$ cat config.mk
export PLATFORM = sky130hd
export DESIGN_NAME = rf_wb_arbiter_flat
export DESIGN_NICKNAME = d
export VERILOG_FILES = /design/src/rtl/rf_pkg.sv /design/src/rtl/rf_wb_arbiter_if.sv /design/src/rtl/rf_wb_fifo.sv /design/src/rtl/rf_wb_arbiter.sv /design/src/flat_wrapper.sv
export SDC_FILE = /design/constraint.sdc
export NUM_CORES = 1
export LEC_CHECK = 0
export ABC_CLOCK_PERIOD_IN_PS = 5100
export CAP_MARGIN = 20
export CORE_MARGIN = 2
export CORE_UTILIZATION = 28
export DETAILED_ROUTE_END_ITERATION = 12
export REMOVE_ABC_BUFFERS = 1
export SLEW_MARGIN = 20
export SYNTH_ARGS = -nofsm -noshare
export SYNTH_HDL_FRONTEND = slang
export SYNTH_HIERARCHICAL = 1
export SYNTH_SLANG_ARGS = --single-unit
$ cat constraint.sdc
create_clock -name clk -period 5.1 [get_ports clk]
set_input_delay 1.02 -clock clk [delete_from_list [all_inputs] [get_ports clk]]
set_output_delay 1.02 -clock clk [all_outputs]
set_load 0.005 [all_outputs]
$ cat src/rtl/rf_pkg.sv
// rf_pkg: shared register-file widths and the secondary writeback FIFO entry type.
package rf_pkg;
  localparam int AW = 5;
  localparam int DW = 32;
  localparam int NUM_REGS = 32;
  localparam logic [AW-1:0] REG_ZERO = '0;
  typedef struct packed {
    logic [AW-1:0] addr;
    logic [DW-1:0] data;
  } rf_entry_t;
endpackage

$ cat src/rtl/rf_wb_arbiter_if.sv
// rf_wb_arbiter_if: core/secondary/scoreboard/register-file signals of the writeback arbiter.
interface rf_wb_arbiter_if #(
  parameter int AW = rf_pkg::AW,
  parameter int DW = rf_pkg::DW,
  parameter int DEPTH = 4
);
  localparam int CW = $clog2(DEPTH + 1);
  logic          pri_valid;
  logic [AW-1:0] pri_addr;
  logic [DW-1:0] pri_data;
  logic          pri_stall;
  logic          sec_valid;
  logic          sec_ready;
  logic [AW-1:0] sec_addr;
  logic [DW-1:0] sec_data;
  logic          sb_set;
  logic [AW-1:0] sb_addr;
  logic [AW-1:0] q_addr1;
  logic [AW-1:0] q_addr2;
  logic          q_busy1;
  logic          q_busy2;
  logic          rf_we;
  logic [AW-1:0] rf_addr;
  logic [DW-1:0] rf_data;
  logic [CW-1:0] fifo_count;
  modport master (
    output pri_valid, pri_addr, pri_data, sec_valid, sec_addr, sec_data,
           sb_set, sb_addr, q_addr1, q_addr2,
    input  pri_stall, sec_ready, q_busy1, q_busy2, rf_we, rf_addr, rf_data, fifo_count
  );
  modport slave (
    input  pri_valid, pri_addr, pri_data, sec_valid, sec_addr, sec_data,
           sb_set, sb_addr, q_addr1, q_addr2,
    output pri_stall, sec_ready, q_busy1, q_busy2, rf_we, rf_addr, rf_data, fifo_count
  );
endinterface

$ cat src/rtl/rf_wb_fifo.sv
// rf_wb_fifo: synchronous FIFO with async reset; pointers wrap naturally since DEPTH is a power of 2.
module rf_wb_fifo #(
  parameter int DEPTH = 4,
  parameter type T = rf_pkg::rf_entry_t,
  localparam int CW = $clog2(DEPTH + 1)
) (
  input  logic          clk,
  input  logic          reset,
  input  logic          push,
  input  logic          pop,
  input  T              din,
  output T              dout,
  output logic          full,
  output logic          empty,
  output logic [CW-1:0] count
);
  localparam int PW = $clog2(DEPTH);
  T mem [DEPTH];
  logic [PW-1:0] wp, rp;
  logic do_push, do_pop;
  assign full = count == CW'(DEPTH);
  assign empty = count == '0;
  assign dout = mem[rp];
  assign do_push = push && !full;
  assign do_pop = pop && !empty;
  always_ff @(posedge clk)
    if (do_push) mem[wp] <= din;
  always_ff @(posedge clk or posedge reset)
    if (reset) begin
      wp <= '0;
      rp <= '0;
      count <= '0;
    end else begin
      wp <= do_push ? wp + 1'b1 : wp;
      rp <= do_pop ? rp + 1'b1 : rp;
      count <= count + CW'(do_push) - CW'(do_pop);
    end
endmodule

$ cat src/rtl/rf_wb_arbiter.sv
// rf_wb_arbiter: shares the register-file write port between core writeback and buffered
// long-latency results, with anti-starvation aging and a pending-register scoreboard.
module rf_wb_arbiter
  import rf_pkg::rf_entry_t, rf_pkg::NUM_REGS, rf_pkg::REG_ZERO;
#(
  parameter int DEPTH = 4,
  parameter int STARVE_LIMIT = 3,
  parameter int AW = rf_pkg::AW,
  parameter int DW = rf_pkg::DW
) (
  input logic clk,
  input logic reset,
  rf_wb_arbiter_if.slave bus
);
  localparam int SW = $clog2(STARVE_LIMIT + 1);
  localparam logic [SW-1:0] SLIM = SW'(STARVE_LIMIT);
  logic [SW-1:0] starve_cnt;
  logic [NUM_REGS-1:0] pending;
  rf_entry_t head, sec_entry;
  logic full, empty, push, pop, pri_grant, head_commit, force_head;
  logic [AW-1:0] wr_addr;
  assign sec_entry = '{addr: bus.sec_addr, data: bus.sec_data};
  assign bus.sec_ready = !reset && !full;
  assign push = bus.sec_valid && bus.sec_ready;
  rf_wb_fifo #(.DEPTH(DEPTH), .T(rf_entry_t)) u_fifo (
    .clk(clk),
    .reset(reset),
    .push(push),
    .pop(pop),
    .din(sec_entry),
    .dout(head),
    .full(full),
    .empty(empty),
    .count(bus.fifo_count)
  );
  // A primary write to the head's register kills the older buffered value.
  always_comb begin
    force_head = !empty && bus.pri_valid && starve_cnt == SLIM;
    pri_grant = bus.pri_valid && !force_head;
    head_commit = !empty && (!bus.pri_valid || force_head);
    pop = head_commit || (pri_grant && !empty && bus.pri_addr == head.addr);
    wr_addr = head_commit ? head.addr : bus.pri_addr;
    bus.rf_addr = wr_addr;
    bus.rf_data = head_commit ? head.data : bus.pri_data;
    bus.rf_we = (pri_grant || head_commit) && wr_addr != REG_ZERO;
    bus.pri_stall = force_head;
  end
  assign bus.q_busy1 = pending[bus.q_addr1];
  assign bus.q_busy2 = pending[bus.q_addr2];
  // Set follows clear so a same-address launch in the commit cycle stays pending.
  always_ff @(posedge clk or posedge reset)
    if (reset) begin
      starve_cnt <= '0;
      pending <= '0;
    end else begin
      starve_cnt <= (!empty && pri_grant) ? starve_cnt + 1'b1 : '0;
      if (pop) pending[head.addr] <= 1'b0;
      if (bus.sb_set && bus.sb_addr != REG_ZERO) pending[bus.sb_addr] <= 1'b1;
    end
endmodule

$ cat src/flat_wrapper.sv
// flat-port wrapper written by rule: the top's interface ports become plain ports
module rf_wb_arbiter_flat import rf_pkg::rf_entry_t, rf_pkg::NUM_REGS, rf_pkg::REG_ZERO;
#(
  parameter int DEPTH = 4,
  parameter int STARVE_LIMIT = 3,
  parameter int AW = rf_pkg::AW,
  parameter int DW = rf_pkg::DW
)
  (clk, reset, bus_pri_valid, bus_pri_addr, bus_pri_data, bus_sec_valid, bus_sec_addr, bus_sec_data, bus_sb_set, bus_sb_addr, bus_q_addr1, bus_q_addr2, bus_pri_stall, bus_sec_ready, bus_q_busy1, bus_q_busy2, bus_rf_we, bus_rf_addr, bus_rf_data, bus_fifo_count);
  rf_wb_arbiter_if #(.AW(AW), .DW(DW), .DEPTH(DEPTH)) bus_i ();
  input logic clk;
  input logic reset;
  input wire logic [$bits(bus_i.pri_valid)-1:0] bus_pri_valid;
  input wire logic [$bits(bus_i.pri_addr)-1:0] bus_pri_addr;
  input wire logic [$bits(bus_i.pri_data)-1:0] bus_pri_data;
  input wire logic [$bits(bus_i.sec_valid)-1:0] bus_sec_valid;
  input wire logic [$bits(bus_i.sec_addr)-1:0] bus_sec_addr;
  input wire logic [$bits(bus_i.sec_data)-1:0] bus_sec_data;
  input wire logic [$bits(bus_i.sb_set)-1:0] bus_sb_set;
  input wire logic [$bits(bus_i.sb_addr)-1:0] bus_sb_addr;
  input wire logic [$bits(bus_i.q_addr1)-1:0] bus_q_addr1;
  input wire logic [$bits(bus_i.q_addr2)-1:0] bus_q_addr2;
  output wire logic [$bits(bus_i.pri_stall)-1:0] bus_pri_stall;
  output wire logic [$bits(bus_i.sec_ready)-1:0] bus_sec_ready;
  output wire logic [$bits(bus_i.q_busy1)-1:0] bus_q_busy1;
  output wire logic [$bits(bus_i.q_busy2)-1:0] bus_q_busy2;
  output wire logic [$bits(bus_i.rf_we)-1:0] bus_rf_we;
  output wire logic [$bits(bus_i.rf_addr)-1:0] bus_rf_addr;
  output wire logic [$bits(bus_i.rf_data)-1:0] bus_rf_data;
  output wire logic [$bits(bus_i.fifo_count)-1:0] bus_fifo_count;
  assign bus_i.pri_valid = bus_pri_valid;
  assign bus_i.pri_addr = bus_pri_addr;
  assign bus_i.pri_data = bus_pri_data;
  assign bus_i.sec_valid = bus_sec_valid;
  assign bus_i.sec_addr = bus_sec_addr;
  assign bus_i.sec_data = bus_sec_data;
  assign bus_i.sb_set = bus_sb_set;
  assign bus_i.sb_addr = bus_sb_addr;
  assign bus_i.q_addr1 = bus_q_addr1;
  assign bus_i.q_addr2 = bus_q_addr2;
  assign bus_pri_stall = bus_i.pri_stall;
  assign bus_sec_ready = bus_i.sec_ready;
  assign bus_q_busy1 = bus_i.q_busy1;
  assign bus_q_busy2 = bus_i.q_busy2;
  assign bus_rf_we = bus_i.rf_we;
  assign bus_rf_addr = bus_i.rf_addr;
  assign bus_rf_data = bus_i.rf_data;
  assign bus_fifo_count = bus_i.fifo_count;
  rf_wb_arbiter #(.DEPTH(DEPTH), .STARVE_LIMIT(STARVE_LIMIT), .AW(AW), .DW(DW)) u_core (.clk(clk), .reset(reset), .bus(bus_i));
endmodule
# == Yosys cells after proc, flatten, opt, wreduce, memory -nomap -nowiden ==
# Memory sizes are Yosys's and may differ from the RTL's.
# Index checks and enable logic that the tools add are counted.
# op_classes
add_sub_neg,5
order_cmp,6
n_eq_ne,3
n_mux,15
bitwise_logic,3
reduce_logical,25
# ops
cell,n
$mux W32,3
$and A32 B32 Y32,1
$not A32 Y32,1
$or A32 B32 Y32,1
$lt A5 B6 Y1 const B,4
$logic_and A1 B1 Y1,14
$bmux W1 S5,2
$demux W1 S5,2
$ge A5 B1 Y1 const B,2
$reduce_bool A5 Y1,2
$add A2 B1 Y2 const B,3
$mux W1,6
$eq A5 B5 Y1,1
$logic_not A1 Y1,5
$mux W5,1
$add A3 B1 Y3,1
$eq A3 B3 Y1 const B,1
$logic_not A3 Y1,1
$logic_or A1 B1 Y1,3
$sub A3 B1 Y3,1
$eq A2 B2 Y1 const B,1
$mux W2,1
# totals
register_bits,41
mem_bits_rw,148
inputBits,94
output_inout_bits,45
memories,1
# mem_list
name,words,word_bits,rd,rd_ports_with_merged_regs,write_ports,line_no,source
u_core.u_fifo.mem,4,37,1,0,1,rf_wb_fifo.sv:18,T mem [DEPTH];

# == Longest topological paths before layout ==
# Gate-level depths: netlist of run 1.
# logic_depth
depth_word,12
depth_mapped,17

# == Cells and area by module ==
# The synthesis of run 1 kept the hierarchy.
# by_module_without_submodules
mod,n_inst,cells_each,area_each_um2,seq_area_each_um2
rf_wb_fifo,1,235,5800.6,4619.4
rf_wb_arbiter,1,320,2798.9,850.8

# == Least setup slack after synthesis of run 1 ==
# No wires, ideal clock.
# synth_path
kind,register -> register
from,reg u_core.u_fifo.rp[0]
to,reg u_core.u_fifo.count[2]
arrival_time_ns,3.493
setup_slack_ns,1.484
stages_incl_launch_ff,18
n_path_buf,4
period_less_slack_ns,3.616
path_cell_list,dfrtp_1 > buf_6 > buf_6 > mux4_2 > buf_2 > xor2_1 > nor4_4 > a21oi_2 > clkbuf_1 > inv_1 > o31ai_1 > inv_1 > ha_1 > inv_1 > ha_1 > fa_1 > xnor2_1 > xnor2_1
# synth_rtl
item,line_no,source
"start, declared",rf_wb_fifo.sv:19,"logic [PW-1:0] wp, rp;"
"start signal, assigned",rf_wb_fifo.sv:35,rp <= do_pop ? rp + 1'b1 : rp;
"end signal, assigned",rf_wb_fifo.sv:36,count <= count + CW'(do_push) - CW'(do_pop);
"end, declared",rf_wb_fifo.sv:15,output logic [CW-1:0] count

==> Flow_metrics.wiki, run 1 <==
{| class="wikitable"
! Metric !! Value
|-
| Result of the run || finished, final reports clean
|-
| Combinational family with the most area after synthesis || multiplexers
|-
| Slew HR || 28.8%
|-
| Sum Neg Setup Slack || 0 ns
|-
| Vias in the first global route || between 5000 and 6000
|-
| Share of cells above drive strength 1 || 17.8%
|-
| Count of buffers inserted at the top-level ports || roughly 140
|-
| Post-CTS setup buffers || 0
|-
| Filler cell count in the final layout || between 2000 and 3000
|-
| Setup repair after global routing missed its margin || false
|-
| Worst r2r path cells || 13
|-
| Floorplan die height || 179 um
|-
| Clock buffer depth || 2
|-
| Ranking of synthesized cells by area || edfxtp_1 (52%), dfrtp_1 (12%), mux4_2 (9.7%)
|-
| Area of the placeable core || 0.0304 mm^2
|-
| Number of antenna violations at the first check in global routing || 2
|-
| Clock network fraction of design power || 23.5%
|-
| Maximum number of pins on one net before global-route repair || 38
|-
| Critical Path Source Type || flip-flop
|-
| Rows || 64
|-
| Worst supply voltage drop on vdd || 0.250 mV
|-
| FF+latch count, synth || 189
|-
| Total placed cells including tap cells || about 1100
|-
| Setup-failing EPs final || 0
|-
| Multi-input gate area in the final layout || 0.00295 mm^2
|-
| Clk pin slew, worst setup/hold paths || about 0.08 ns
|-
| Min Tclk post-route || 4.36 ns
|-
| Worst setup path category || reg -> out
|-
| Number of DRC markers after the initial detailed-route iteration || 322
|-
| Number of synthesis warnings || 6
|-
| Reg2reg setup slack || 1.48 ns
|-
| Post-synthesis sequential area ratio || 63.6%
|-
| First-pass detailed-route iteration total || 5
|-
| Area Growth Syn to Fin || 27.7%
|-
| Synth Area in Compound Gates || 5.01%
|-
| Final routed wire length divided by cell count || ~18 um
|-
| Biggest cell delay along the critical path || 0.84 ns
|-
| Required time of the worst setup path || 4.08 ns
|-
| R2r endpoint || u_core/u_fifo/count[2]
|-
| Capturing element type of the critical path || primary output
|-
| Non-filler instance count after layout || 1100
|-
| Routability congestion estimate from global placement || 0.843
|-
| Total count of hold-check failures in the final report || 0
|-
| Starting utilization of the core area || 28.3%
|-
| Most used cells in the layout excluding fill and tap cells || edfxtp_1 (148), clkdlybuf4s50_1 (138), nand2_1 (70), dfrtp_1 (39)
|-
| CTS Root Buffer Type || clkbuf_16
|-
| Slowest cell on crit path || mux4_2
|-
| H-tree depth reported by CTS || 4
|-
| Die Area || approximately 0.032 mm^2
|-
| Data arrival time at the worst-slack endpoint || 3.34 ns
|-
| Placed Instance Area || 0.0104 mm^2
|-
| Post-cts resize count || 0
|-
| Part of the cycle the worst path needs || about 85%
|-
| Post-synth top flop || edfxtp_1
|-
| Fraction of synthesized cell area taken by the top area cell type || 51.7%
|-
| Antenna-violating nets left || 0
|-
| Cell Area, Synth || approximately 0.0086 mm^2
|-
| Xor/xnor cell area share of the yosys netlist || less than 1%
|-
| Number of buffers inserted during clock tree synthesis || 17
|-
| Endpoint with the worst hold slack || u_core/starve_cnt[0]
|-
| Hold Crit Start || u_core/starve_cnt[0]
|-
| Total count of max-transition violations in the final report || 0
|-
| Highest clock frequency the design can meet || 229 MHz
|-
| Largest fanout on the critical path || 30
|-
| Part of the total power dissipated in sequential elements || 40.7%
|-
| Actual slew at the worst max-slew pin || 1.07 ns
|-
| Global-route usage over all layers || between 10% and 20%
|-
| Pwr/cell area || between 400 and 500 mW/mm^2
|-
| Maxcap violations || 0
|-
| Cell-by-cell listing of the critical path || mux4_2 -> mux2_2 -> a2111oi_0 -> a21oi_1 -> clkdlybuf4s50_1
|-
| Worst hold path stage count || 1
|-
| Clock network latency to the later pin of the worst-skew pair || about 0.43 ns
|-
| Internal || between 3000 and 4000 uW
|-
| Final instance area || 0.0110 mm^2
|-
| Cell count after synthesis || 555
|-
| Via Count || 5224
|-
| Number of buffers inserted for hold repair after clock tree synthesis || 0
|-
| Number of sinks on the clock net || around 190
|-
| Wire length reported by the detailed router || a little under 20000 um
|-
| Congestion Overflow GR || 0
|-
| Startpoint of the worst-slack reg-to-reg timing path || u_core/u_fifo/rp[0]
|-
| Net load switching power || 1770 uW
|-
| Clock tree from TritonCTS || done
|-
| First-pass GRT wire length || roughly 30000 um
|-
| Proportion of total power due to net switching || about a third
|-
| Top-level port count || 139
|-
| Worst clock skew || between 0.01 and 0.015 ns
|-
| Fraction of the mapped netlist area in simple logic gates || under 10%
|-
| Estimated wirelength of the detail-placed design || ~13000 um
|-
| Worst hold path class || reg -> reg
|-
| Chip width || 179 um
|-
| Static leakage power || approximately 0.0038 uW
|-
| Sequential cell area || roughly 0.0055 mm^2
|-
| Net count of the finished layout || 792
|-
| Via density per instance || 4.75
|-
| Number of design rule violations left after detail routing || 0
|-
| Post-synth cell types || 47
|-
| Synthesized area per cell || 15.5 um^2
|-
| Number of enable flip-flop cells after synthesis || 148
|-
| Most common library cell in the layout ignoring fill and taps || edfxtp_1
|-
| Proportion of synthesized flip-flops having asynchronous set or reset || between 20% and 30%
|-
| Cell type with the largest total area after synthesis || edfxtp_1
|-
| Post-synthesis share of cell area spent on full adders, half adders and majority gates || 1.25%
|-
| Part of the power in combinational logic || 35.8%
|-
| Share of synthesized area spent on multiplexers || 18.3%
|}
-- cells in the mapped netlist, types with 7 or more instances --
cell type	count
edfxtp_1	148
nand2_1	70
dfrtp_1	41
mux2_2	37
mux4_2	37
mux2i_1	32
o41ai_1	15
nor2_1	14
nand2b_1	13
clkbuf_1	12
o21ai_0	11
buf_2	10
inv_1	10
a21oi_1	9
a22oi_1	8
ha_1	7
nor2b_1	7
-- layout make-up --
| class | count | area share (%) |
|---|---|---|
| clock inverters | 15 | 1.34 |
| multi-input cells | 325 | 26.9 |
| repair buffers | 147 | 13.2 |
| inverters | 10 | 0.342 |
| well taps | 396 | 4.51 |
| flip-flops and latches | 189 | 49.8 |
| diodes | 1 | 0.0228 |
| clock buffers | 17 | 3.87 |
-- metrics by stage --
| step | hold slack (ns) | utilization (%) | setup WS [ns] | total power (uW) |
|---|---|---|---|---|
| finish | 0.451 | 36.1 | 0.740 | 5410 |
| CTS | 0.459 | 36.1 | 0.681 | 5490 |
| global placement | 0.437 | 34.2 | 0.702 | 4180 |
| floorplan | 0.419 | - | 0.237 | 3350 |
| global route | 0.483 | 36.1 | 0.424 | 5740 |
| detailed placement | 0.448 | 34.2 | 0.794 | 4210 |
-- registers in the layout, indices dropped and copies added, names as in the netlist --
register and cells:
u_core/u_fifo/wp 2, u_core/starve_cnt 2, u_core/pending 32, u_core/u_fifo/rp 2, u_core/u_fifo/count 3, u_core/u_fifo/mem 148
-- per-layer routing --
metal  global-route usage (%)  wire (um)  up-vias
met5                        0         13        -
met4                     3.36        212        2
met3                     3.99       1290       19
met2                     21.1       9530      151
met1                     15.9       8650     2605
li1                         -          -     2447
-- critical path, delay by kind of cell (launching register included) --
kind            cells  cell delay, ns
compound gates      2            0.50
mux                 2            1.22
buf+inv             1            0.46
flops               1            0.72
-- cells by family after synthesis --
family | after synthesis
and+or+nand+nor | 143
buffers and inverters | 41
muxes | 106
adders and majority gates | 8
xor gates and xnor gates | 9
AOI/OAI and AO/OA | 59
DFF | 189
-- worst max-delay path by stage --
stage	from	to	depth (start not counted)
after global routing	u_core/u_fifo/rp[0]	bus_rf_we	5
after CTS	u_core/u_fifo/rp[0]	bus_rf_we	5
final	u_core/u_fifo/rp[0]	bus_rf_we	5
after floorplan	u_core/u_fifo/rp[0]	u_core/u_fifo/count[2]	13
after detailed placement	bus_pri_valid	bus_rf_we	8
after global placement	bus_pri_valid	bus_rf_we	8
-- power by group through the flow --
stage	logic [uW]	registers (uW)	clock network, uW
global placement	1950	2230	0
global route	2120	2240	1380
CTS	1970	2210	1310
floorplan	1140	2210	0
detailed placement	1970	2240	0
finish	1940	2200	1270
No activity file was read; power rests on OpenSTA's default activity.
==> run 2, diff against run 1 <==
--- a/config.mk
+++ b/config.mk
@@ -5,11 +5,12 @@
 export SDC_FILE = /design/constraint.sdc
 export NUM_CORES = 1
 export LEC_CHECK = 0
-export ABC_CLOCK_PERIOD_IN_PS = 5100
+export ABC_CLOCK_PERIOD_IN_PS = 5400
 export CAP_MARGIN = 20
 export CORE_MARGIN = 2
-export CORE_UTILIZATION = 28
+export CORE_UTILIZATION = 58
 export DETAILED_ROUTE_END_ITERATION = 12
+export PLACE_DENSITY = 0.86
 export REMOVE_ABC_BUFFERS = 1
 export SLEW_MARGIN = 20
 export SYNTH_ARGS = -nofsm -noshare
==> constraint.sdc (replaced) <==
create_clock -name clk -period 5.4 [get_ports clk]
set_input_delay 1.08 -clock clk [delete_from_list [all_inputs] [get_ports clk]]
set_output_delay 1.08 -clock clk [all_outputs]
set_load 0.005 [all_outputs]
==> Flow_metrics.wiki, run 2 (same netlist as run 1, synthesis figures left out) <==
{| class="wikitable"
! Metric !! Value
|-
| Area of the placeable core || between 0.01 and 0.015 mm^2
|-
| Chip width || 126 um
|-
| Net count of the finished layout || a little under 800
|-
| Worst hold path class || reg -> reg
|-
| Post-cts resize count || 0
|-
| Total inserted antenna cells || 0
|-
| Result of the run || finished, final reports clean
|-
| Slowest cell on crit path || clkdlybuf4s50_1
|-
| Max FFs per register || roughly 150
|-
| Top-level port count || 139
|-
| Buffer and inverter count on the worst path || 3
|-
| Static leakage power || approximately 0.0038 uW
|-
| Slew HR || 29.7%
|-
| Part of the total power dissipated in sequential elements || about two fifths
|-
| Largest fanout on the critical path || 14
|-
| Rows || 44
|-
| Die Area || 0.0158 mm^2
|-
| Vias in the first global route || 5749
|-
| Final routed wire length divided by cell count || 22.7 um
|-
| Sum Neg Setup Slack || 0 ns
|-
| Clock buffer depth || 2
|-
| Estimated wirelength of the detail-placed design || ~14000 um
|-
| Biggest cell delay along the critical path || between 0.9 and 1 ns
|-
| Antenna-violating nets left || 0
|-
| Setup repair after global routing missed its margin || false
|-
| Routability congestion estimate from global placement || 0.941
|-
| First-pass GRT wire length || 31300 um
|-
| Area Growth Syn to Fin || 24.8%
|-
| Filler cell count in the final layout || 905
|-
| Internal || 3520 uW
|-
| Number of sinks on the clock net || 189
|-
| Global-route usage over all layers || 26.2%
|-
| Total count of max-transition violations in the final report || 0
|-
| Min Tclk post-route || 4.55 ns
|-
| Most common library cell in the layout ignoring fill and taps || edfxtp_1
|-
| Floorplan die height || 126 um
|-
| Starting utilization of the core area || 59.2%
|-
| Largest delay share family, worst path || buffers and inverters
|-
| Worst supply voltage drop on vdd || ~0.26 mV
|-
| Highest clock frequency the design can meet || 220 MHz
|-
| Maximum number of pins on one net before global-route repair || 38
|-
| Clk pin slew, worst setup/hold paths || 0.07 ns
|-
| Required time of the worst setup path || 4.32 ns
|-
| Part of the power in combinational logic || 35.1%
|-
| Congestion Overflow GR || 0
|-
| Cell-by-cell listing of the critical path || clkdlybuf4s50_1 -> buf_4 -> mux2i_1 -> a211oi_1 -> a311o_1 -> clkdlybuf4s50_1
|-
| Via density per instance || 6.17
|-
| Critical Path Source Type || input port
|-
| Net load switching power || 1680 uW
|-
| Data arrival time at the worst-slack endpoint || 3.47 ns
|-
| Pwr/cell area || a little under 500 mW/mm^2
|-
| Most flop-heavy register || u_core/u_fifo/mem
|-
| Actual slew at the worst max-slew pin || about 1.1 ns
|-
| Number of buffers inserted during clock tree synthesis || 17
|-
| Maxcap violations || 0
|-
| Capturing element type of the critical path || primary output
|-
| Proportion of total power due to net switching || 32.2%
|-
| Final core utilization || 73.8%
|-
| Via Count || about 5500
|-
| Most used cells in the layout excluding fill and tap cells || edfxtp_1 (148), clkdlybuf4s50_1 (138), nand2_1 (70), dfrtp_1 (39)
|-
| Total count of hold-check failures in the final report || 0
|-
| Clock network latency to the later pin of the worst-skew pair || 0.43 ns
|-
| Clock tree from TritonCTS || done
|-
| CP most frequent cell || clkdlybuf4s50_1
|-
| CTS Root Buffer Type || clkbuf_16
|-
| Clock network fraction of design power || ~24%
|-
| Number of design rule violations left after detail routing || 0
|-
| Post-CTS setup buffers || 0
|-
| Worst setup path category || in -> out
|-
| Count of buffers inserted at the top-level ports || around 140
|-
| Regs by FF count || u_core/u_fifo/mem (148), u_core/pending (32), u_core/u_fifo/count (3)
|-
| Worst clock skew || ~0.013 ns
|-
| First-pass detailed-route iteration total || 5
|-
| Setup-failing EPs final || 0
|-
| Share of cells above drive strength 1 || about 18%
|-
| Number of antenna violations at the first check in global routing || 0
|-
| Part of the cycle the worst path needs || 84.4%
|-
| Wire length reported by the detailed router || 20100 um
|-
| Number of DRC markers after the initial detailed-route iteration || 422
|-
| H-tree depth reported by CTS || 4
|-
| Number of buffers inserted for hold repair after clock tree synthesis || 0
|}
## run 2: final timing paths
check	from	to	slack (ns)	depth (start not counted)
hold reg to reg	u_core/starve_cnt[0]	u_core/starve_cnt[0]	0.46	1
max in group asynchronous	reset	u_core/pending[29]	3.97	3
hold / removal	u_core/starve_cnt[0]	u_core/starve_cnt[0]	0.46	1
min in group asynchronous	reset	u_core/u_fifo/count[0]	0.94	2
setup / recovery	bus_q_addr1[1]	bus_q_busy1	0.85	6
setup reg to reg	u_core/u_fifo/rp[1]	u_core/u_fifo/count[2]	0.96	13
## run 2: power groups by stage
stage / logic, uW / registers, uW / clock network, uW
final: 1830 / 2110 / 1260
after global routing: 1970 / 2140 / 1320
after CTS: 1830 / 2110 / 1270
after detailed placement: 1810 / 2140 / 0
after global placement: 1750 / 2120 / 0
after floorplan: 1070 / 2090 / 0
## run 2: per-layer routing
metal | wire length (um) | part of all wire [%] | vias to the layer above | GRT usage [%]
li1 | - | - | 2438 | -
met1 | 7480 | 37 | 2692 | 32.1
met2 | 10400 | 52 | 292 | 44.1
met3 | 1550 | 7.7 | 46 | 6.88
met4 | 716 | 3.6 | 0 | 12.1
met5 | 0 | 0 | - | 0
## run 2: metrics by stage
| step | cell area, um^2 | hold slack, ns | total power, uW | instances | worst slack, ns |
|---|---|---|---|---|---|
| floorplan | 8450 | 0.419 | 3160 | 524 | 0.537 |
| global placement | 10100 | 0.430 | 3860 | 854 | 0.938 |
| detailed placement | 10100 | 0.458 | 3950 | 854 | 0.850 |
| CTS | 10700 | 0.467 | 5220 | 886 | 0.839 |
| global route | 10700 | 0.484 | 5440 | 886 | 0.595 |
| finish | 10700 | 0.457 | 5200 | 886 | 0.845 |
## run 2: cell type report
type                            instances  area (um^2)  share of cell area [%]
Clock buffer                           17          425                    3.96
Clock inverter                         15          171                    1.60
Inverter                               10         37.5                   0.350
Multi-Input combinational cell        325         2950                    27.5
Sequential cell                       189         5470                    51.0
Tap cell                              184          230                    2.15
Timing Repair Buffer                  146         1440                    13.4
==> run 3, diff against run 2 <==
--- a/config.mk
+++ b/config.mk
@@ -5,12 +5,12 @@
 export SDC_FILE = /design/constraint.sdc
 export NUM_CORES = 1
 export LEC_CHECK = 0
-export ABC_CLOCK_PERIOD_IN_PS = 5400
+export ABC_CLOCK_PERIOD_IN_PS = 4000
 export CAP_MARGIN = 20
 export CORE_MARGIN = 2
-export CORE_UTILIZATION = 58
+export CORE_UTILIZATION = 49
 export DETAILED_ROUTE_END_ITERATION = 12
-export PLACE_DENSITY = 0.86
+export PLACE_DENSITY = 0.77
 export REMOVE_ABC_BUFFERS = 1
 export SLEW_MARGIN = 20
 export SYNTH_ARGS = -nofsm -noshare
==> constraint.sdc (replaced) <==
create_clock -name clk -period 4 [get_ports clk]
set_input_delay 0.8 -clock clk [delete_from_list [all_inputs] [get_ports clk]]
set_output_delay 0.8 -clock clk [all_outputs]
set_load 0.005 [all_outputs]
==> Flow_metrics.wiki, run 3 (same netlist as run 1, synthesis figures left out) <==
{| class="wikitable"
! Metric !! Value
|-
| Number of buffers inserted during clock tree synthesis || 17
|-
| Proportion of total power due to net switching || about a third
|-
| Maxcap violations || 0
|-
| Die Area || 0.0186 mm^2
|-
| Clk pin slew, worst setup/hold paths || 0.06 ns
|-
| Vias in the first global route || between 5000 and 6000
|-
| Placed Instance Area || 0.0103 mm^2
|-
| First-pass detailed-route iteration total || 8
|-
| Required time of the worst setup path || between 3 and 4 ns
|-
| Reg2reg setup slack || 0.52 ns
|-
| Pwr/cell area || 641 mW/mm^2
|-
| Clock buffer depth || 2
|-
| Wire length on met1 || ~7800 um
|-
| Internal || between 4000 and 5000 uW
|-
| Cell-by-cell listing of the critical path || clkdlybuf4s50_1 -> nor2b_1 -> nor2_4 -> or3_1 -> a2111oi_0 -> a21oi_1 -> clkdlybuf4s50_1
|-
| Part of the total power dissipated in sequential elements || 40.6%
|-
| Area Growth Syn to Fin || 26.2%
|-
| First-pass GRT wire length || 30200 um
|-
| Regs by FF count || u_core/u_fifo/mem (148), u_core/pending (32), u_core/u_fifo/count (3)
|-
| Number of design rule violations left after detail routing || 0
|-
| Capturing element type of the critical path || primary output
|-
| Critical Path Source Type || input port
|-
| Clock tree from TritonCTS || done
|-
| Routed length on met2 || 9880 um
|-
| Total inserted antenna cells || 0
|-
| Highest clock frequency the design can meet || 257 MHz
|-
| CTS Root Buffer Type || clkbuf_16
|-
| Worst clock skew || 0.0108 ns
|-
| Share of cells above drive strength 1 || 18.1%
|-
| Endpoint with the worst hold slack || u_core/starve_cnt[0]
|-
| CP most frequent cell || clkdlybuf4s50_1
|-
| Biggest cell delay along the critical path || 0.49 ns
|-
| Worst hold path stage count || 1
|-
| Worst r2r path cells || 13
|-
| Total placed cells including tap cells || between 900 and 1000
|-
| Net load switching power || approximately 2200 uW
|-
| Part of the power in combinational logic || between 30 and 40%
|-
| Most common library cell in the layout ignoring fill and taps || edfxtp_1
|-
| Largest fanout on the critical path || 7
|-
| WL met3 || 1090 um
|-
| Worst supply voltage drop on vdd || between 0.3 and 0.4 mV
|-
| Setup-failing EPs final || 0
|-
| Clock network fraction of design power || a little under a quarter
|-
| Part of the cycle the worst path needs || a little over nine tenths
|-
| Number of antenna violations at the first check in global routing || 2
|-
| Non-filler instance count after layout || 933
|-
| Result of the run || finished, final reports clean
|-
| H-tree depth reported by CTS || 4
|-
| Startpoint of the worst-slack reg-to-reg timing path || u_core/u_fifo/rp[0]
|-
| Actual slew at the worst max-slew pin || between 0.6 and 0.7 ns
|-
| Via density per instance || 5.74
|-
| Clock network latency to the later pin of the worst-skew pair || 0.42 ns
|-
| Congestion Overflow GR || 0
|-
| Post-cts resize count || 0
|-
| Uppermost layer routed || met5
|-
| Largest delay share family, worst path || buffers and inverters
|-
| Maximum number of pins on one net before global-route repair || 35
|-
| Max FFs per register || 148
|-
| Global-route usage over all layers || 21.7%
|-
| Slowest cell on crit path || a2111oi_0
|-
| Number of DRC markers after the initial detailed-route iteration || 481
|-
| Final routed wire length divided by cell count || 20.4 um
|-
| Final WS setup || 0.107 ns
|-
| Static leakage power || 0.00385 uW
|-
| Chip width || 136 um
|-
| Number of buffers inserted for hold repair after clock tree synthesis || 0
|-
| Routability congestion estimate from global placement || 0.831
|-
| Floorplan die height || 136 um
|-
| Data arrival time at the worst-slack endpoint || 3.09 ns
|-
| Post-CTS setup buffers || 0
|-
| Top-level port count || 139
|-
| Wire length reported by the detailed router || 19000 um
|-
| Total count of hold-check failures in the final report || 0
|-
| Slew HR || 53.3%
|-
| Final core utilization || 63.0%
|-
| Estimated wirelength of the detail-placed design || 13200 um
|-
| Min Tclk post-route || 3.89 ns
|-
| Count of buffers inserted at the top-level ports || 138
|-
| Number of sinks on the clock net || 189
|-
| Setup repair after global routing missed its margin || false
|-
| Rows || 48
|-
| Total count of max-transition violations in the final report || 0
|-
| Antenna-violating nets left || 0
|-
| Worst setup path category || in -> out
|-
| Net count of the finished layout || 797
|-
| Most used cells in the layout excluding fill and tap cells || edfxtp_1 (148), clkdlybuf4s50_1 (138), nand2_1 (70), dfrtp_1 (39)
|-
| Worst hold path class || reg -> reg
|-
| Hold Crit Start || u_core/starve_cnt[0]
|-
| Via Count || 5360
|-
| Final instance area || 0.0109 mm^2
|-
| Buffer and inverter count on the worst path || 2
|-
| Most flop-heavy register || u_core/u_fifo/mem
|-
| Area of the placeable core || around 0.017 mm^2
|-
| Placement Setup Slack || ~0.2 ns
|-
| Starting utilization of the core area || 49.9%
|-
| R2r endpoint || u_core/u_fifo/count[2]
|}
==> run 3: cell count changes in the layout (fill, tap and decap cells not counted) <==
cell / before / now
buf_12: 0 / 4
buf_4: 8 / 10
clkbuf_1: 0 / 1
clkinv_1: 1 / 3
clkinv_4: 0 / 1
clkinvlp_4: 3 / 4
dfrtp_2: 2 / 1
dfrtp_4: 0 / 1
inv_6: 4 / 3
inv_8: 4 / 0
==> run 3: metrics by stage <==
step / total power, uW / setup TNS, ns / hold slack (ns)
after floorplan: 4270 / -2.13 / 0.419
after global placement: 5270 / 0 / 0.430
after detailed placement: 5370 / 0 / 0.453
after CTS: 7000 / 0 / 0.462
after global routing: 7340 / 0 / 0.483
final: 6960 / 0 / 0.458
==> run 3: worst max-delay path by stage <==
stage	start	to	slack (ns)	cells after the start
2_1_floorplan	u_core/u_fifo/rp[0]	u_core/u_fifo/count[2]	-0.86	13
3_3_place_gp	bus_pri_valid	bus_rf_we	0.24	7
3_5_place_dp	bus_pri_valid	bus_rf_we	0.20	7
4_1_cts	u_core/u_fifo/rp[0]	bus_rf_we	0.05	6
5_1_grt	u_core/u_fifo/rp[0]	bus_rf_we	0.06	6
6_report	bus_pri_valid	bus_rf_we	0.11	7
==> run 3: power by group through the flow <==
stage / Combinational [uW] / Sequential [uW] / Clock, uW
after floorplan: 1450 / 2820 / 0
after global placement: 2440 / 2830 / 0
after detailed placement: 2510 / 2850 / 0
after CTS: 2530 / 2820 / 1650
after global routing: 2720 / 2880 / 1730
final: 2510 / 2820 / 1620
==> run 3: final cells by class <==
class                   instances  area, um^2
multi-input cells             325        2950
fillers                      1189        6380
repair buffers                152        1540
well taps                     225         282
inverters                      10        37.5
clock inverters                14         141
clock buffers                  18         429
flip-flops and latches        189        5480
==> run 3: routing by layer <==
metal / track usage (%) / up-vias
met5: 0 / -
met4: 7.00 / 4
met3: 4.74 / 24
met2: 36.8 / 188
met1: 27.9 / 2703
li1: - / 2441
==> edit, RTL diff (config.mk and constraints of run 1) <==
`REG_ZERO`: '0 -> 1.
--- a/src/rtl/rf_pkg.sv
+++ b/src/rtl/rf_pkg.sv
@@ -5,3 +5,3 @@
   localparam int NUM_REGS = 32;
-  localparam logic [AW-1:0] REG_ZERO = '0;
+  localparam logic [AW-1:0] REG_ZERO = 1;
   typedef struct packed {
Behaviour: not the same (a bounded check fails within 4 cycles, from zero or initial values and one cycle with reset high).
==> edit against run 1 <==
  * Total power grew 2.0%
  * Clock power grew 6%
  * Synthesized area shrank 0.38%
  * Global-route usage grew 0.075 points
  * Worst setup slack gained 0.16 ns
  * Routed wire length grew 0.94%
  * Die area shrank 0.37%
  * Largest cell class unchanged
  * Utilization grew 0.18 points
  * Design area grew 0.24%
  * Count of clock-buffer cells in the layout is the same
  * Sequential cell count is the same
==> edit: results (changes against run 1) <==
[drt]
drt_iter0_drc=259  ; was 322
num_vias=5182  ; was 5224
wire_per_inst_um=18.3  ; was 17.9 um
drt_first_pass_iters=6  ; was 5

[critical_path]
critPathArrivalTime_ns=3.18  ; was 3.34 ns
crit_path_top_delay_cell=clkdlybuf4s50_1  ; was mux4_2
reg2reg_depth=13  ; unchanged
cp_top_family=buffers and inverters  ; was multiplexers
r2r_slack_ns=1.52  ; was 1.48 ns
cpPeakStageDelay_ns=0.50  ; was 0.84 ns
endpoint=bus_q_busy2  ; was bus_rf_we
path_max_fanout=16  ; was 30
startpoint=bus_q_addr2[2]  ; was u_core/u_fifo/rp[0]

[sta]
skew_ns=0.0123  ; about the same
maxSlewHeadroom=0.266  ; was 0.288

[status]
outcome=complete, no violations  ; unchanged

[global_route]
grt_antenna_before_repair=1  ; was 2
grt_pass1_vias=5290  ; was 5342
grt_start_max_net_pins=41  ; was 38
track_usage=0.127  ; about the same
grt_pass1_wl_um=30500  ; was 30200 um

[yosys]
synth_top_area_share=0.519  ; was 0.517
synth_cell_types=46  ; was 47
seq_area_frac_synth=0.639  ; was 0.636
synth.area.top_cells=edfxtp_1 52%, dfrtp_1 12%, mux4_2 9.7%  ; unchanged
async_flop_share=0.217  ; unchanged
syn_inst=541  ; was 555
synth_edf_count=148  ; unchanged
synthTopCellsByCount=148 x edfxtp_1, 57 x nand2_1, 41 x dfrtp_1  ; was 148 x edfxtp_1, 70 x nand2_1, 41 x dfrtp_1

[placement]
place_area_um2=10400  ; about the same
place.gp.congestion=0.790  ; was 0.843
hpwlAfterDp_um=13400  ; was 13500 um

[layout]
drive_gt1_frac=0.185  ; was 0.178
diodes=0  ; was 1
top_regs=u_core/u_fifo/mem (148), u_core/pending (32), u_core/u_fifo/count (3)  ; unchanged
final_nets=780  ; was 792
fillers=2895  ; was 2923
instances_no_fill=1087  ; was 1100

[pwr]
irDropWorstVdd_mv=0.199  ; was 0.250 mV
p_leak_nw=3.86  ; was 3.83 nW
internal_power_mw=3.71  ; was 3.64 mW

[clock_tree]
cts_setup_buffers=0  ; unchanged
clk_pin_slew_ns=0.08  ; about the same

-- edit: cell types whose count changed after synthesis, moves of 5 or more --
cell	delta
nor4b_1	-5
nand2_1	-13
o31ai_1	+5
o21ai_0	-6
a22o_1	+8
a22oi_1	-6
-- edit: per-stage QoR --
stage	worst slack [ns]	util
floorplan	-0.198	-
global placement	0.920	0.342
detailed placement	0.915	0.342
CTS	0.886	0.363
global route	0.740	0.363
finish	0.903	0.363
-- edit: cells by family (layout without fill, tap and decap cells) --
kind of cell	after synthesis	count (layout)	share of synthesized area
compound gates	60	60	0.0548
xor+xnor	9	9	0.00920
fa+ha+maj	8	8	0.0126
buf+inv	41	191	0.0228
flops	189	189	0.639
mux	106	106	0.183
simple gates	128	128	0.0789
-- edit: how the worst min path moves through the flow --
stage | end | slack, ns | cells after the start
after floorplan | u_core/starve_cnt[0] | 0.42 | 1
after global placement | u_core/starve_cnt[0] | 0.44 | 1
after detailed placement | u_core/starve_cnt[0] | 0.44 | 1
after CTS | u_core/starve_cnt[0] | 0.46 | 1
after global routing | u_core/starve_cnt[0] | 0.49 | 1
final | u_core/starve_cnt[0] | 0.46 | 1
-- edit: cell type report --
type / count / area share
repair buffers: 147 / 0.133
inverters: 12 / 0.00409
flip-flops and latches: 189 / 0.497
clock inverters: 15 / 0.0172
multi-input cells: 311 / 0.265
clock buffers: 17 / 0.0386
well taps: 396 / 0.0450
-- edit: power groups by stage --
stage               Sequential, mW  Combinational (mW)  Clock [mW]
global route                  2.26                2.13        1.45
finish                        2.22                1.95        1.35
CTS                           2.23                1.98        1.39
floorplan                     2.21                1.13           0
global placement              2.25                1.96           0
detailed placement            2.26                1.97           0
-- edit: per-layer routing --
metal | share of wire | track usage
met1 | 0.44 | 0.167
met2 | 0.49 | 0.211
met3 | 0.057 | 0.0329
met4 | 0.0093 | 0.0315
met5 | 0.00065 | 0
